**config.mk**
```make
export PLATFORM = sky130hd
export DESIGN_NAME = writeback_unit
export DESIGN_NICKNAME = d
export VERILOG_FILES = /design/src/rtl/writeback_unit.sv
export SDC_FILE = /design/constraint.sdc
export NUM_CORES = 1
export LEC_CHECK = 0
export ABC_AREA = 1
export CORE_ASPECT_RATIO = 1.5
export CORE_MARGIN = 4
export CORE_UTILIZATION = 49
export CTS_BUF_LIST = sky130_fd_sc_hd__clkbuf_8 sky130_fd_sc_hd__clkbuf_16
export CTS_CLUSTER_SIZE = 40
export DETAILED_ROUTE_END_ITERATION = 8
export GPL_ROUTABILITY_DRIVEN = 0
export PLACE_DENSITY = 0.86
export REMOVE_ABC_BUFFERS = 1
export SETUP_SLACK_MARGIN = 0.4
export SYNTH_ARGS = -nofsm -noshare
export SYNTH_HDL_FRONTEND = slang
export SYNTH_SLANG_ARGS = --single-unit
```
**constraint.sdc**
```tcl
create_clock -name clk -period 2.2 [get_ports clk]
set_input_delay 0.66 -clock clk [delete_from_list [all_inputs] [get_ports clk]]
set_output_delay 0.66 -clock clk [all_outputs]
set_load 0.005 [all_outputs]
```
**src/rtl/writeback_unit.sv**
```systemverilog
// Writeback stage: takes finished results from the LSU or the ALU,
// writes the register file one cycle after accepting them, counts
// retired instructions, and turns taken branches into a PC redirect
// followed by a fixed-length pipeline flush.
module writeback_unit #(
  parameter int XLEN         = 32,
  parameter int FLUSH_CYCLES = 2
) (
  input  logic            clk,
  input  logic            rst_n,
  input  logic            alu_result_valid,
  input  logic [XLEN-1:0] alu_result,
  input  logic [4:0]      alu_rd,
  input  logic            alu_target_valid,
  input  logic [XLEN-1:0] alu_target,
  output logic            alu_ok,
  input  logic            lsu_valid,
  input  logic [XLEN-1:0] lsu_data,
  input  logic [4:0]      lsu_rd,
  output logic            lsu_ok,
  output logic            rf_we,
  output logic [4:0]      rf_waddr,
  output logic [XLEN-1:0] rf_wdata,
  output logic            redirect_valid,
  output logic [XLEN-1:0] redirect_pc,
  output logic            flush_o,
  output logic [63:0]     instret
);

  typedef enum logic {RUN = 1'b0, FLUSH = 1'b1} state_e;

  // The redirect cycle itself is the first flush cycle, so the counter
  // starts one short of the total.
  localparam logic [3:0] FLUSH_CNT = 4'(FLUSH_CYCLES - 1);

  state_e          state_q, state_d;
  logic [3:0]      cnt_q, cnt_d;
  logic            acc_lsu, acc_alu, take_branch;

  logic            rf_we_q;
  logic [4:0]      rf_waddr_q;
  logic [XLEN-1:0] rf_wdata_q;
  logic            redirect_valid_q;
  logic [XLEN-1:0] redirect_pc_q;
  logic [63:0]     instret_q;

  assign take_branch = acc_alu & alu_target_valid;

  // State and flush counter registers
  always_ff @(posedge clk or negedge rst_n) begin
    if (!rst_n) begin
      state_q <= RUN;
      cnt_q   <= '0;
    end else begin
      state_q <= state_d;
      cnt_q   <= cnt_d;
    end
  end

  // Next state: enter FLUSH on a taken branch, leave after the counter hits 0
  always_comb begin
    state_d = state_q;
    cnt_d   = cnt_q;
    case (state_q)
      RUN: if (take_branch) begin
        state_d = FLUSH;
        cnt_d   = FLUSH_CNT;
      end
      FLUSH: begin
        if (cnt_q == 4'd0) state_d = RUN;
        else               cnt_d   = cnt_q - 4'd1;
      end
      default: state_d = RUN;
    endcase
  end

  // Outputs / accept decode: LSU wins, idle cycles and flush cycles drain both
  always_comb begin
    acc_lsu = 1'b0;
    acc_alu = 1'b0;
    alu_ok  = 1'b1;
    lsu_ok  = 1'b1;
    flush_o = 1'b0;
    if (state_q == FLUSH) begin
      flush_o = 1'b1;
    end else if (lsu_valid) begin
      acc_lsu = 1'b1;
      alu_ok  = 1'b0;
    end else if (alu_result_valid || alu_target_valid) begin
      acc_alu = 1'b1;
      lsu_ok  = 1'b0;
    end
  end

  // Registered writeback, redirect pulse and retire counter
  always_ff @(posedge clk or negedge rst_n) begin
    if (!rst_n) begin
      rf_we_q          <= 1'b0;
      rf_waddr_q       <= '0;
      rf_wdata_q       <= '0;
      redirect_valid_q <= 1'b0;
      redirect_pc_q    <= '0;
      instret_q        <= '0;
    end else begin
      rf_we_q          <= 1'b0;
      redirect_valid_q <= 1'b0;
      if (acc_lsu) begin
        rf_we_q    <= (lsu_rd != 5'd0);
        rf_waddr_q <= lsu_rd;
        rf_wdata_q <= lsu_data;
      end else if (acc_alu) begin
        rf_we_q    <= alu_result_valid && (alu_rd != 5'd0);
        rf_waddr_q <= alu_rd;
        rf_wdata_q <= alu_result;
      end
      if (take_branch) begin
        redirect_valid_q <= 1'b1;
        redirect_pc_q    <= alu_target;
      end
      if (acc_lsu || acc_alu) instret_q <= instret_q + 64'd1;
    end
  end

  assign rf_we          = rf_we_q;
  assign rf_waddr       = rf_waddr_q;
  assign rf_wdata       = rf_wdata_q;
  assign redirect_valid = redirect_valid_q;
  assign redirect_pc    = redirect_pc_q;
  assign instret        = instret_q;

endmodule

```
==> metrics.txt <==
status completed; number of global-route vias before repair 8005; Yosys warning total 0; Area contributors post-synth dfrtp_1 50%, nand2_1 18%, nor2_1 6.8%, a31oi_1 3.3%, inv_1 3.2%; clock slew at reported path FFs about 0.06 ns; DR WL/cell about 18 um; worst reg2reg endpoint instret[32]; clock sink count 140; RSZ-0062 raised after global routing yes; Req. time, crit path roughly 1.5 ns; Worst VDD drop 0.8128 mV; Sequential cell area about 3500 sq um; layout cells sized above 1 0.1821; most frequent cells in the layout 329 x nand2_1, 124 x dlygate4sd2_1, 119 x dfrtp_1; overall power around 11 mW; total clock buffers created by CTS 17; Max Cap Viol 0; crit path from alu_result_valid; post-DP HPWL between 15 and 20 mm; Slew @ Worst Pin just over 0.4 ns; Max Freq 524.5 MHz; Post-Synthesis Cells slightly below 900; arrival time worst endpoint between 1 and 1.5 ns; R2R cell count 9; CTS tree done; Ant. Diodes 0; Port Buffers 248; PwrDens about 950 nW/um^2; row count 53; RR Startpoint state_q; final setup margin 0.2935 ns; CP top delay family buffers and inverters; Final nets 1352; R2R setup slack roughly 0.44 ns; largest net degree at the start of global routing 46; gr ovfl total 0; Hold Fails Final Rpt 0; design area between 10000 and 15000 sq um; Rel. slew slack 0.7273; Crit path depth 5; Post-DP Area 9927 sq um; Vias per Instance about 5.3; CP cell instances clkdlybuf4s15_1 > o21ai_2 > nor2_2 > inv_1 > buf_2; top cell type's share of synthesized area 0.4996; CP max stage cell clkdlybuf4s15_1; Worst Path Buf+Inv 3; die width ~110 um; DRT antenna net count 0; hold_ws between 0.1 and 0.15 ns; initial antenna violation count 0; vias around 7.7k; H-tree depth 4; die height 154.5 um; CTS Buffer Depth 2; area of the die between 15000 and 20000 sq um; Post-Route WL between 20 and 30 mm; GRT Overall Usage 0.3062; Starting Density 0.4988; worst-path maximum fanout 2; clock skew about 0.0073 ns; CP startpoint kind input pin; P&R area growth vs syn 59.13%; Core Region 14060 sq um; fill count roughly 960; # DRC 0; Tmin final ~1.9 ns; Initial DRC Count roughly 440; Tightest Hold Check Type input pin to asynchronous set/reset pin; Max stage delay on crit path between 0.2 and 0.25 ns; Netlist cell types 35; Crit. End Element output port; Yosys top cell by area dfrtp_1; Slew Viols, Final 0; clock root cell clkbuf_16; most common cell after layout, fill and taps aside nand2_1; fin crit share 0.8666; Main synth FF type dfrtp_1; synthesized cell area between 7000 and 8000 sq um; syn avg cell area around 8 sq um; Final setup viols 0; Pre-antenna DRT Iters 5; Multi-input gate area approximately 3300 sq um; ys async rst share 1.000; Yosys reg bits 140; post-synthesis sequential area ratio 0.4996; worst skew pair latency approximately 0.43 ns; global-route wire length before repair a little under 40 mm; Post-synth EDFFs 0; I/O pins 249; Leakage 5.480 nW; critical path type input pin to output port; critical path capture point lsu_ok; Place WS -0.3805 ns; DP Cell Count ~1.3k; post-route insts no fill approximately 1.4k
[synthesized netlist by cell type (2+ instances only)]
cell / count
a21oi_1: 4
a31oi_1: 37
and2_1: 2
buf_1: 2
buf_2: 11
clkbuf_1: 9
dfrtp_1: 140
ha_1: 2
inv_1: 60
inv_2: 3
nand2_1: 335
nand2_2: 4
nand3_1: 30
nand3_2: 3
nand3_4: 2
nand3b_1: 6
nand4_1: 27
nor2_1: 127
nor2_2: 3
nor2_4: 11
nor3_1: 15
o21ai_0: 2
xnor2_1: 21
xor2_1: 19
[flip-flops by register name, indices dropped and copies added, names as in the netlist]
signal	cells
rf_we	1
redirect_valid	1
state_q	1
redirect_pc	32
cnt_q	4
rf_wdata	32
instret	64
rf_waddr	5
[per-layer routing]
layer  up-vias  GRT usage  routed length, um
met3       110    0.09395               2214
li1       3524          -                  -
met5         -          0                  0
met2       430     0.5550              13500
met1      3648     0.2962               8244
met4         0     0.1981               1671
[stage by stage]
stage | util | setup TNS, ns
2_1_floorplan | - | -69.90
3_3_place_gp | 0.7061 | -7.292
3_5_place_dp | 0.7061 | -7.404
4_1_cts | 0.7812 | 0
5_1_grt | 0.7938 | 0
6_report | 0.7938 | 0
[how the worst min path moves through the flow]
stage                     endpoint  depth (start not counted)
detailed placement  redirect_pc[9]                          2
global route           instret[37]                          1
CTS                    instret[37]                          1
floorplan                 cnt_q[0]                          0
finish                 instret[37]                          1
global placement    redirect_pc[6]                          2
[report_power, final]
part	switching, mW	total (mW)	internal [mW]
sequential	0.424	3.77	3.35
clock	1.21	3.12	1.92
combinational	1.90	3.68	1.79
total	3.53	10.6	7.05
[cell families after synthesis]
kind of cell,synth area share
DFF,0.4996
adders and majority gates,0.003568
xor gates and xnor gates,0.04996
and+or+nand+nor,0.3575
buffers and inverters,0.04906
AOI/OAI and AO/OA,0.04032
[what timing repair did]
action,in CTS,in global routing
buffers inserted,71,5
pin swaps,6,17
resized for setup,181,51
hold buffers,0,0
cloned,0,0
endpoints found under the setup margin,224,81
[cell type report]
type | count | share of cell area
inverters | 63 | 0.02141
clock inverters | 15 | 0.01906
multi-input cells | 660 | 0.2963
flip-flops and latches | 140 | 0.3163
clock buffers | 17 | 0.03812
repair buffers | 357 | 0.2873
well taps | 192 | 0.02153
No activity file was read; power rests on OpenSTA's default activity.
